[src/rtl/rtc_multi_alarm_core.sv]
// 24-hour real-time clock with NUM_ALARMS alarm slots and a ring/snooze/dismiss controller.
// Define RTC_HOUR12_EN to present hh as 1..12 with an added pm output.
module rtc_multi_alarm_core #(
  parameter int TICKS_PER_SEC = 50_000_000,
  parameter int NUM_ALARMS    = 4,
  parameter int SNOOZE_MIN    = 5,
  parameter int RING_SEC      = 60,
  localparam int IDX_W = (NUM_ALARMS > 1) ? $clog2(NUM_ALARMS) : 1,
  localparam int DIV_W = $clog2(TICKS_PER_SEC)
) (
  input  logic             clk,
  input  logic             rst,
  input  logic             set_valid,
  input  logic [4:0]       set_hh,
  input  logic [5:0]       set_mm,
  input  logic [5:0]       set_ss,
  output logic             set_err,
  input  logic             alm_wr,
  input  logic [IDX_W-1:0] alm_idx,
  input  logic [4:0]       alm_hh,
  input  logic [5:0]       alm_mm,
  input  logic             alm_en,
  input  logic             snooze,
  input  logic             dismiss,
  output logic [4:0]       hh,
  output logic [5:0]       mm,
  output logic [5:0]       ss,
  output logic             sec_pulse,
  output logic             alarm_ring,
  output logic             alarm_snoozed,
  output logic [IDX_W-1:0] alarm_src
`ifdef RTC_HOUR12_EN
  ,
  output logic             pm
`endif
);

  typedef enum logic [1:0] {
    ST_IDLE,
    ST_RINGING,
    ST_SNOOZED
  } state_e;

  // ---------------------------------------------------------------------------
  // Seconds divider and time-of-day counters
  // ---------------------------------------------------------------------------
  logic [DIV_W-1:0] div_q, div_d;
  logic [4:0]       hh_q, hh_d;
  logic [5:0]       mm_q, mm_d;
  logic [5:0]       ss_q, ss_d;
  logic             set_ok;
  logic             tick;
  logic             sec_adv;
  logic [4:0]       inc_hh;
  logic [5:0]       inc_mm;
  logic [5:0]       inc_ss;

  assign set_ok  = set_valid && (set_hh < 5'd24) && (set_mm < 6'd60) && (set_ss < 6'd60);
  assign tick    = (div_q == DIV_W'(TICKS_PER_SEC - 1));
  // A valid load overrides a coincident tick, so the second is not advanced.
  assign sec_adv = tick && !set_ok;
  assign sec_pulse = sec_adv;

  // NOTE: every signal written in an always_comb gets a default first, so no path leaves it unassigned and no latch is inferred.
  always_comb begin
    inc_ss = ss_q + 6'd1;
    inc_mm = mm_q;
    inc_hh = hh_q;
    if (ss_q == 6'd59) begin
      inc_ss = 6'd0;
      inc_mm = mm_q + 6'd1;
      if (mm_q == 6'd59) begin
        inc_mm = 6'd0;
        inc_hh = (hh_q == 5'd23) ? 5'd0 : hh_q + 5'd1;
      end
    end
  end

  always_comb begin
    div_d = tick ? '0 : div_q + DIV_W'(1);
    hh_d  = hh_q;
    mm_d  = mm_q;
    ss_d  = ss_q;
    if (set_ok) begin
      div_d = '0;
      hh_d  = set_hh;
      mm_d  = set_mm;
      ss_d  = set_ss;
    end else if (tick) begin
      hh_d = inc_hh;
      mm_d = inc_mm;
      ss_d = inc_ss;
    end
  end

  // NOTE: sequential state uses non-blocking assignments so every flop samples pre-edge values regardless of statement order.
  always_ff @(posedge clk or negedge rst) begin
    if (!rst) begin
      div_q <= '0;
      hh_q  <= '0;
      mm_q  <= '0;
      ss_q  <= '0;
    end else begin
      div_q <= div_d;
      hh_q  <= hh_d;
      mm_q  <= mm_d;
      ss_q  <= ss_d;
    end
  end

  // ---------------------------------------------------------------------------
  // Alarm slots
  // ---------------------------------------------------------------------------
  logic [4:0]            slot_hh_q [NUM_ALARMS];
  logic [5:0]            slot_mm_q [NUM_ALARMS];
  logic [NUM_ALARMS-1:0] slot_en_q;
  logic [31:0]           wr_idx;

  assign wr_idx = 32'(alm_idx);

  // NOTE: the slot array is small and architecturally visible after reset, so it is reset like ordinary flops rather than left as uninitialised RAM.
  always_ff @(posedge clk or negedge rst) begin
    if (!rst) begin
      for (int i = 0; i < NUM_ALARMS; i++) begin
        slot_hh_q[i] <= '0;
        slot_mm_q[i] <= '0;
      end
      slot_en_q <= '0;
    end else if (alm_wr && (wr_idx < 32'(NUM_ALARMS))) begin
      slot_hh_q[alm_idx] <= alm_hh;
      slot_mm_q[alm_idx] <= alm_mm;
      // An unreachable alarm time is stored but can never fire.
      slot_en_q[alm_idx] <= alm_en && (alm_hh < 5'd24) && (alm_mm < 6'd60);
    end
  end

  logic             match_hit;
  logic [IDX_W-1:0] match_idx;

  // Scan from the top so the lowest matching index is the one left standing.
  always_comb begin
    match_hit = 1'b0;
    match_idx = '0;
    for (int i = NUM_ALARMS - 1; i >= 0; i--) begin
      if (slot_en_q[i] && (slot_hh_q[i] == inc_hh) && (slot_mm_q[i] == inc_mm)) begin
        match_hit = 1'b1;
        match_idx = IDX_W'(i);
      end
    end
    match_hit = match_hit && sec_adv && (inc_ss == 6'd0);
  end

  // ---------------------------------------------------------------------------
  // Snooze target: current hh:mm plus SNOOZE_MIN, wrapping at midnight
  // ---------------------------------------------------------------------------
  logic [6:0] snz_mm_sum;
  logic [4:0] snz_hh;
  logic [5:0] snz_mm;

  always_comb begin
    snz_mm_sum = {1'b0, mm_q} + 7'(SNOOZE_MIN);
    if (snz_mm_sum >= 7'd60) begin
      snz_mm = 6'(snz_mm_sum - 7'd60);
      snz_hh = (hh_q == 5'd23) ? 5'd0 : hh_q + 5'd1;
    end else begin
      snz_mm = snz_mm_sum[5:0];
      snz_hh = hh_q;
    end
  end

  // ---------------------------------------------------------------------------
  // Ring / snooze / dismiss controller
  // ---------------------------------------------------------------------------
  state_e           state_q, state_d;
  logic [7:0]       ring_cnt_q, ring_cnt_d;
  logic [IDX_W-1:0] src_q, src_d;
  logic [4:0]       tgt_hh_q, tgt_hh_d;
  logic [5:0]       tgt_mm_q, tgt_mm_d;
  logic             ring_done;
  logic             snooze_hit;
  logic             ring_q;
  logic             snoozed_q;
  logic             set_err_q;

  assign ring_done  = sec_adv && (({1'b0, ring_cnt_q} + 9'd1) == 9'(RING_SEC));
  assign snooze_hit = sec_adv && (inc_ss == 6'd0) && (inc_hh == tgt_hh_q) && (inc_mm == tgt_mm_q);

  always_comb begin
    state_d    = state_q;
    ring_cnt_d = ring_cnt_q;
    src_d      = src_q;
    tgt_hh_d   = tgt_hh_q;
    tgt_mm_d   = tgt_mm_q;
    case (state_q)
      ST_IDLE: begin
        if (match_hit) begin
          state_d    = ST_RINGING;
          src_d      = match_idx;
          ring_cnt_d = '0;
        end
      end
      ST_RINGING: begin
        if (dismiss) begin
          state_d = ST_IDLE;
        end else if (snooze) begin
          state_d  = ST_SNOOZED;
          tgt_hh_d = snz_hh;
          tgt_mm_d = snz_mm;
        end else if (ring_done) begin
          state_d = ST_IDLE;
        end else if (sec_adv) begin
          ring_cnt_d = ring_cnt_q + 8'd1;
        end
      end
      ST_SNOOZED: begin
        if (dismiss) begin
          state_d = ST_IDLE;
        end else if (snooze_hit) begin
          state_d    = ST_RINGING;
          ring_cnt_d = '0;
        end
      end
      default: state_d = ST_IDLE;
    endcase
  end

  always_ff @(posedge clk or negedge rst) begin
    if (!rst) begin
      state_q    <= ST_IDLE;
      ring_cnt_q <= '0;
      src_q      <= '0;
      tgt_hh_q   <= '0;
      tgt_mm_q   <= '0;
      ring_q     <= 1'b0;
      snoozed_q  <= 1'b0;
      set_err_q  <= 1'b0;
    end else begin
      state_q    <= state_d;
      ring_cnt_q <= ring_cnt_d;
      src_q      <= src_d;
      tgt_hh_q   <= tgt_hh_d;
      tgt_mm_q   <= tgt_mm_d;
      ring_q     <= (state_d == ST_RINGING);
      snoozed_q  <= (state_d == ST_SNOOZED);
      set_err_q  <= set_valid && !set_ok;
    end
  end

  assign alarm_ring    = ring_q;
  assign alarm_snoozed = snoozed_q;
  assign alarm_src     = src_q;
  assign set_err       = set_err_q;
  assign mm            = mm_q;
  assign ss            = ss_q;

`ifdef RTC_HOUR12_EN
  always_comb begin
    if (hh_q == 5'd0) begin
      hh = 5'd12;
      pm = 1'b0;
    end else if (hh_q < 5'd12) begin
      hh = hh_q;
      pm = 1'b0;
    end else if (hh_q == 5'd12) begin
      hh = 5'd12;
      pm = 1'b1;
    end else begin
      hh = hh_q - 5'd12;
      pm = 1'b1;
    end
  end
`else
  assign hh = hh_q;
`endif

endmodule

[config.mk]
export PLATFORM = sky130hd
export DESIGN_NAME = rtc_multi_alarm_core
export DESIGN_NICKNAME = d
export VERILOG_FILES = /design/src/rtl/rtc_multi_alarm_core.sv
export SDC_FILE = /design/constraint.sdc
export NUM_CORES = 1
export LEC_CHECK = 0
export CAP_MARGIN = 20
export CORE_MARGIN = 4
export CORE_UTILIZATION = 50
export DETAILED_ROUTE_END_ITERATION = 10
export GPL_ROUTABILITY_DRIVEN = 0
export PLACE_DENSITY = 0.7
export SYNTH_ARGS = -nofsm -noshare
export SYNTH_HDL_FRONTEND = slang
export SYNTH_SLANG_ARGS = --single-unit
[constraint.sdc]
create_clock -name clk -period 4.15 [get_ports clk]
set_input_delay 0.83 -clock clk [delete_from_list [all_inputs] [get_ports clk]]
set_output_delay 0.83 -clock clk [all_outputs]
set_load 0.05 [all_outputs]
==> results of run 1 <==
==> through the flow <==
| step | total power [W] | instances |
|---|---|---|
| after detailed placement | 0.00242 | 1042 |
| after global placement | 0.00237 | 1042 |
| after CTS | 0.00395 | 1074 |
| after floorplan | 0.00211 | 831 |
| after global routing | 0.00410 | 1075 |
| final | 0.00393 | 1075 |
==> per-layer routing <==
| metal | global-route usage | routed length [um] | share of wire | up-vias |
|---|---|---|---|---|
| li1 | - | - | - | 3120 |
| met1 | 0.332 | 9380 | 0.45 | 3262 |
| met2 | 0.380 | 9690 | 0.47 | 235 |
| met3 | 0.0474 | 1180 | 0.057 | 41 |
| met4 | 0.0875 | 462 | 0.022 | 0 |
| met5 | 0 | 0 | 0 | - |
==> power breakdown <==
part	internal, W	total [W]	switching [W]
Clock	0.000964	0.00152	0.000557
Combinational	0.000415	0.000950	0.000535
Sequential	0.00127	0.00146	0.000190
Total	0.00265	0.00393	0.00128
==> cell usage after synthesis, drive strengths merged (3+ instances only) <==
library cell    n
a21boi          3
and3           12
a31o            3
o41ai           8
mux2           46
ha              9
o22ai           5
o31a            6
nand2b         14
inv            17
or3            10
dfrtp         117
o311ai          3
a21oi          31
nor2           63
o211ai         10
clkbuf         31
nand3b          5
xor2           40
a31oi           5
buf            21
or2             3
nor3           20
xnor2          36
a21o            3
a2111oi         4
o31ai           8
nand4          18
and4            4
nand3          33
and2            4
o21ai          70
mux2i          16
nor4           14
nor4b           3
nand2          84
o21a            5
nor2b           7
a211oi          5
or4             5
o2111ai         5
==> worst reg2reg max path, delay by kind of cell, from the launching register on <==
kind	cells	cell delay, ps
compound gates	2	600
xor+xnor	1	150
fa+ha+maj	1	350
flops	1	490
mux	1	460
simple gates	5	1690
==> area by class of cell <==
type,count,share of cell area
Sequential cell,117,0.326
Timing Repair Buffer,80,0.0826
Multi-Input combinational cell,645,0.491
Tap cell,184,0.0256
Inverter,17,0.00710
Clock inverter,14,0.0195
Clock buffer,18,0.0488
==> worst max-delay path by stage <==
stage / end / depth (start not counted) / startpoint / slack (ps)
after floorplan: ring_cnt_q[3] / 12 / mm[1] / 290
after global placement: ring_cnt_q[6] / 10 / ss[0] / 450
after detailed placement: ring_cnt_q[3] / 10 / ss[0] / 180
after CTS: ring_cnt_q[3] / 10 / ss[0] / 160
after global routing: ring_cnt_q[3] / 10 / ss[0] / 50
final: ring_cnt_q[3] / 10 / ss[0] / 270
==> sequential cells by signal (all words and copies together) (netlist names) <==
signal,flops
hh,5
slot_hh_q,20
state_q,2
alarm_ring,1
set_err,1
slot_en_q,4
alarm_snoozed,1
tgt_mm_q,6
alarm_src,2
tgt_hh_q,5
div_q,26
mm,6
slot_mm_q,24
ss,6
ring_cnt_q,8
==> kinds of logic after synthesis <==
kind of cell / after synthesis / share of synthesized area
xor gates and xnor gates: 76 / 0.0871
DFF: 117 / 0.383
and+or+nand+nor: 306 / 0.215
AOI/OAI and AO/OA: 192 / 0.168
muxes: 62 / 0.0913
adders and majority gates: 9 / 0.0147
buffers and inverters: 69 / 0.0409
==> PnR_summary.wiki, run 1 <==
{| class="wikitable"
! Metric !! Value
|-
| Worst slack at placement || roughly 180 ps
|-
| Hold Slack || approximately 510 ps
|-
| Die area || around 17000 um^2
|-
| CTS tree || built
|-
| Critical Path End Type || flop
|-
| EDFF count, synth || 0
|-
| Number of clock buffers inserted by TritonCTS || 17
|-
| Worst setup margin || 270 ps
|-
| Post-place instance area || roughly 8400 um^2
|-
| Max-slew violation total from the final report || 0
|-
| Synthesized instance count || just over 800
|-
| Predominant post-synthesis flop cell || sky130_fd_sc_hd__dfrtp_1
|-
| Warnings, synthesis || 0
|-
| Number of storage elements in the synthesis netlist || approximately 120
|-
| Worst Path Class, Setup || flop to flop
|-
| Via count of the first global-routing pass || between 6000 and 7000
|-
| Source of the worst register-to-register timing path || ss[0]
|-
| Width of the chip || 132 um
|-
| Depth of the CTS H-tree || 4
|-
| Cell types with the largest area share after synthesis || sky130_fd_sc_hd__dfrtp_1 38%, sky130_fd_sc_hd__mux2_2 6.6%, sky130_fd_sc_hd__xor2_1 4.6%
|-
| Post-layout instance area || between 8000 and 9000 um^2
|-
| Effective utilization at floorplan || 0.518
|-
| Worst Max-Slew Pin Slew || between 800 and 900 ps
|-
| Setup repair after global routing missed its margin || false
|-
| Most common library cell in the layout ignoring fill and taps || sky130_fd_sc_hd__dfrtp_1
|-
| Routed WL || 20700 um
|-
| Post-layout utilization of the core || 0.609
|-
| Highest-count cells in the layout ignoring fill and taps || 117 x sky130_fd_sc_hd__dfrtp_1, 84 x sky130_fd_sc_hd__nand2_1, 66 x sky130_fd_sc_hd__o21ai_0
|-
| Top achievable clock speed || roughly 260 MHz
|-
| Endpoint of the most critical register-to-register path || ring_cnt_q[3]
|-
| CTS sink cnt || approximately 120
|-
| Share of the cycle needed by the critical path after routing || 0.935
|-
| Number of max-cap violations || 0
|-
| Vertical die dimension || 132 um
|-
| Standard cell core area || between 10000 and 15000 um^2
|-
| Ports placed on the boundary || 60
|-
| Cell area after synthesis || between 7000 and 8000 um^2
|-
| Cell family with most CP delay || simple AND/OR/NAND/NOR gates
|-
| Filler Cells Inserted || 1277
|-
| Synth Net Count || 877
|-
| Register cell area after layout || between 2000 and 3000 um^2
|-
| Ratio of total power to cell area || 437 nW/um^2
|-
| Total track usage || 0.241
|-
| Worst reg2reg setup slack || 270 ps
|-
| Slowest stage cell on the critical path || sky130_fd_sc_hd__or4_4
|-
| DRT antenna net count || 0
|-
| Final Setup Violations || 0
|-
| Req. time, crit path || around 4400 ps
|-
| Crit-path cells || ha_2, nand3_4, nor4_4, mux2i_4, xnor2_1, or4_4, nor4b_4, nor4_4, o41ai_1, o31ai_1
|-
| Reg2reg path depth || 10
|-
| Worst IR drop on VDD || about 320 uV
|-
| Buffer cell driving the clock tree root || sky130_fd_sc_hd__clkbuf_16
|-
| Routed vias || between 6000 and 7000
|-
| Synth top area share || 0.383
|-
| Length of the first detailed-routing pass in iterations || 5
|-
| Max-slew headroom || 0.424
|-
| Quantity of I/O buffers inserted on ports || between 50 and 60
|-
| Register clock-pin slew on the reported worst setup and hold paths || about 60 ps
|-
| Highest cell delay on the worst timing path || between 500 and 600 ps
|-
| Share of layout cells above drive strength 1 || 0.141
|-
| Library cell with the largest summed area after synthesis || sky130_fd_sc_hd__dfrtp_1
|-
| Area of the multi-input gates || around 4400 um^2
|-
| Final Hold Violating Endpoints || 0
|-
| Post-route clock skew || ~14 ps
|-
| Number of distinct library cell variants in the gate-level netlist after synthesis || 80
|-
| Pin count of the biggest net entering global routing || between 60 and 70
|-
| NumNets Final || just over 900
|-
| Post-CTS Setup Bufs || 0
|-
| Critical Path AT || slightly above 4000 ps
|-
| Vias per Instance || just over 6
|-
| Final sum of negative setup slack || 0 ps
|-
| Async set-or-reset flop fraction in the synthesized netlist || 1.00
|-
| Type of element launching the critical path || flop
|-
| Half-perimeter wire length after detailed placement || 15100 um
|-
| Most prevalent standard cell on the critical path || sky130_fd_sc_hd__nor4_4
|-
| Leakage power total || 3.55 nW
|-
| Placement row count || 44
|-
| First-pass GRT wire length || 33800 um
|-
| Buf/Inv on CP || 0
|-
| Path category of the worst min-delay check || input port to async pin
|-
| WL per Instance || approximately 19 um
|-
| Outcome || finished clean
|-
| Source-to-sink clock delay at the later pin of the worst-skew pair || between 400 and 500 ps
|-
| Maximum clock path buffer count || 2
|-
| Post-CTS Hold Fix Bufs || 0
|-
| Overflow left after global routing || 0
|-
| Relative area change from synthesis to final layout || 17.6%
|-
| Sequential area share after synthesis || 0.383
|-
| Largest driver fanout on the critical path || 13
|-
| Crit path time final || around 3900 ps
|-
| DRC violations left || 0
|-
| N_diodes || 0
|-
| Number of gates resized after CTS || 0
|-
| Initial antenna violation count || 0
|-
| Count of routing violations after the opening detailed-route iteration || slightly below 500
|-
| Mapped Avg Cell Area || ~9 um^2
|}
Power figures use the tool's default switching activity.
==> run 2, diff against run 1 <==
--- a/config.mk
+++ b/config.mk
@@ -10,7 +10,7 @@
 export CORE_UTILIZATION = 50
 export DETAILED_ROUTE_END_ITERATION = 10
 export GPL_ROUTABILITY_DRIVEN = 0
-export PLACE_DENSITY = 0.7
+export PLACE_DENSITY = 0.73
 export SYNTH_ARGS = -nofsm -noshare
 export SYNTH_HDL_FRONTEND = slang
 export SYNTH_SLANG_ARGS = --single-unit
==> constraint.sdc (replaced) <==
create_clock -name clk -period 3.2 [get_ports clk]
set_input_delay 0.64 -clock clk [delete_from_list [all_inputs] [get_ports clk]]
set_output_delay 0.64 -clock clk [all_outputs]
set_load 0.05 [all_outputs]
==> PnR_summary.wiki, run 2 (synthesized netlist as in run 1, its figures left out) <==
{| class="wikitable"
! Metric !! Value
|-
| Outcome || finished clean
|-
| Via count of the first global-routing pass || 6543 (+0.28%)
|-
| N_diodes || 0 (unchanged)
|-
| Routed WL || 21400 um (+3.5%)
|-
| Crit-path cells || ha_4, buf_4, inv_1, o31ai_4, o41ai_4, buf_4, buf_4, buf_4, xnor2_1, o211ai_1, nor4_4, buf_6, nor4_4, o32ai_2, o21a_1
|-
| Length of the first detailed-routing pass in iterations || 5 (unchanged)
|-
| Ratio of total power to cell area || 538 nW/um^2 (+23%)
|-
| Worst slack at placement || -80.5 ps (-258 ps)
|-
| Number of max-cap violations || 0 (unchanged)
|-
| Critical Path End Type || flop
|-
| Vertical die dimension || 132 um (unchanged)
|-
| Buffer cell driving the clock tree root || sky130_fd_sc_hd__clkbuf_16
|-
| Highest cell delay on the worst timing path || 530 ps (-30 ps)
|-
| Max-slew headroom || 0.493 (+0.0692)
|-
| Maximum clock path buffer count || 2 (unchanged)
|-
| Most prevalent standard cell on the critical path || sky130_fd_sc_hd__buf_4
|-
| Worst setup margin || 4.68 ps (-266 ps)
|-
| Share of layout cells above drive strength 1 || 0.234 (+0.0927)
|-
| Top flop regs || div_q: 26 flops, slot_mm_q: 24 flops, slot_hh_q: 20 flops
|-
| Type of element launching the critical path || flop
|-
| Ports placed on the boundary || 60 (unchanged)
|-
| Width of the chip || 132 um (unchanged)
|-
| Area of the multi-input gates || 4560 um^2 (+3.4%)
|-
| NumNets Final || 990 (+7.1%)
|-
| Worst Path Class, Setup || flop to flop
|-
| Register cell area after layout || 2940 um^2 (+0.51%)
|-
| Source-to-sink clock delay at the later pin of the worst-skew pair || 420 ps (about the same)
|-
| Most common library cell in the layout ignoring fill and taps || sky130_fd_sc_hd__dfrtp_1
|-
| Post-CTS Hold Fix Bufs || 0 (unchanged)
|-
| Post-layout instance area || 9670 um^2 (+7.5%)
|-
| CTS sink cnt || 117 (unchanged)
|-
| Share of the cycle needed by the critical path after routing || 0.999 (+0.0637)
|-
| Post-route clock skew || 7.13 ps (-6.55 ps)
|-
| Setup repair after global routing missed its margin || true
|-
| Hold Slack || 241 ps (-273 ps)
|-
| Overall power || 0.00520 W (+32%)
|-
| Initial antenna violation count || 0 (unchanged)
|-
| CTS tree || built
|-
| Vias per Instance || 6.05 (-2.3%)
|-
| Leakage power total || 3.90 nW (+9.9%)
|-
| Depth of the CTS H-tree || 4 (unchanged)
|-
| Max-slew violation total from the final report || 0 (unchanged)
|-
| Largest driver fanout on the critical path || 7 (-6)
|-
| Standard cell core area || 14800 um^2 (unchanged)
|-
| Half-perimeter wire length after detailed placement || 15200 um (+0.27%)
|-
| Register clock-pin slew on the reported worst setup and hold paths || 60 ps (about the same)
|-
| Critical Path AT || 3500 ps (-650 ps)
|-
| Path category of the worst min-delay check || input port to async pin
|-
| Effective utilization at floorplan || 0.518 (unchanged)
|-
| Worst IR drop on VDD || 413 uV (+30%)
|-
| Req. time, crit path || 3510 ps (-920 ps)
|-
| Final Setup Violations || 0 (unchanged)
|-
| Largest reg by FF count || div_q
|-
| First-pass GRT wire length || 34000 um (+0.49%)
|-
| Slowest stage cell on the critical path || sky130_fd_sc_hd__nor4_4
|-
| Number of clock buffers inserted by TritonCTS || 17 (unchanged)
|-
| Total track usage || 0.244 (+0.00306)
|-
| Final Hold Violating Endpoints || 0 (unchanged)
|-
| Crit path time final || 3200 ps (-684 ps)
|-
| Routed vias || 6904 (+3.7%)
|-
| DRC violations left || 0 (unchanged)
|-
| WL per Instance || 18.8 um (-2.5%)
|-
| Count of routing violations after the opening detailed-route iteration || 631 (+27%)
|-
| Die area || 17300 um^2 (unchanged)
|-
| DRT antenna net count || 0 (unchanged)
|-
| Pin count of the biggest net entering global routing || 71 (+7.6%)
|-
| Highest-count cells in the layout ignoring fill and taps || 107 x sky130_fd_sc_hd__dfrtp_1, 84 x sky130_fd_sc_hd__nand2_1, 81 x sky130_fd_sc_hd__buf_4
|-
| Quantity of I/O buffers inserted on ports || 59 (unchanged)
|-
| Overflow left after global routing || 0 (unchanged)
|-
| Relative area change from synthesis to final layout || 26.5%
|-
| Placement row count || 44 (unchanged)
|-
| Worst Max-Slew Pin Slew || 758 ps (-94.8 ps)
|-
| Max FFs per register || 26 (unchanged)
|-
| Post-place instance area || 8760 um^2 (+4.7%)
|-
| Top achievable clock speed || 313 MHz (+21%)
|-
| Filler Cells Inserted || 1150 (-9.9%)
|}
-- run 2: repair_timing --
action                     in CTS  in global routing
setup buffers                   2                 18
setup endpoints to repair       2                 13
gates cloned                    1                  0
resized for setup               3                 28
pin swaps                       2                 16
-- run 2: stage by stage --
stage | instances | TNS (ps) | utilization
finish | 1141 | 0 | 0.655
global route | 1141 | -279 | 0.655
CTS | 1122 | 0 | 0.637
detailed placement | 1087 | -147 | 0.594
global placement | 1087 | 0 | 0.594
floorplan | 831 | -208 | -
-- run 2: path summary, 6_finish.rpt --
path | startpoint | endpoint | slack, ps | cells after the start
worst min-delay path | rst | ring_cnt_q[7] | 240 | 1
worst max register to register | mm[1] | state_q[0] | 5 | 15
worst max-delay path | mm[1] | state_q[0] | 5 | 15
max in group asynchronous | rst | slot_en_q[3] | 2140 | 2
min in group clk | slot_en_q[2] | slot_en_q[2] | 510 | 2
worst min register to register | slot_en_q[2] | slot_en_q[2] | 510 | 2
-- run 2: layout make-up --
| class | instances | share of cell area |
|---|---|---|
| Sequential cell | 117 | 0.304 |
| Multi-Input combinational cell | 646 | 0.472 |
| Inverter | 17 | 0.00660 |
| Tap cell | 184 | 0.0238 |
| Clock buffer | 19 | 0.0468 |
| Timing Repair Buffer | 145 | 0.131 |
| Clock inverter | 13 | 0.0150 |
-- run 2: report_power, final --
part	switching, W	internal (W)
Combinational	0.000787	0.000637
Clock	0.000728	0.00119
Sequential	0.000200	0.00165
Total	0.00171	0.00348
-- run 2: routing by layer --
layer  vias up  global-route usage  routed length, um
met5         -                   0                  0
met4         0              0.0928                578
met3        42              0.0589               1300
met2       238               0.382              10000
met1      3367               0.330               9530
li1       3257                   -                  -
-- run 2: critical path: cells and delay by family, from the launching register on --
kind | cells | cell delay (ps)
compound gates | 5 | 850
xor+xnor | 1 | 140
fa+ha+maj | 1 | 170
buf+inv | 6 | 840
flops | 1 | 450
simple gates | 2 | 620
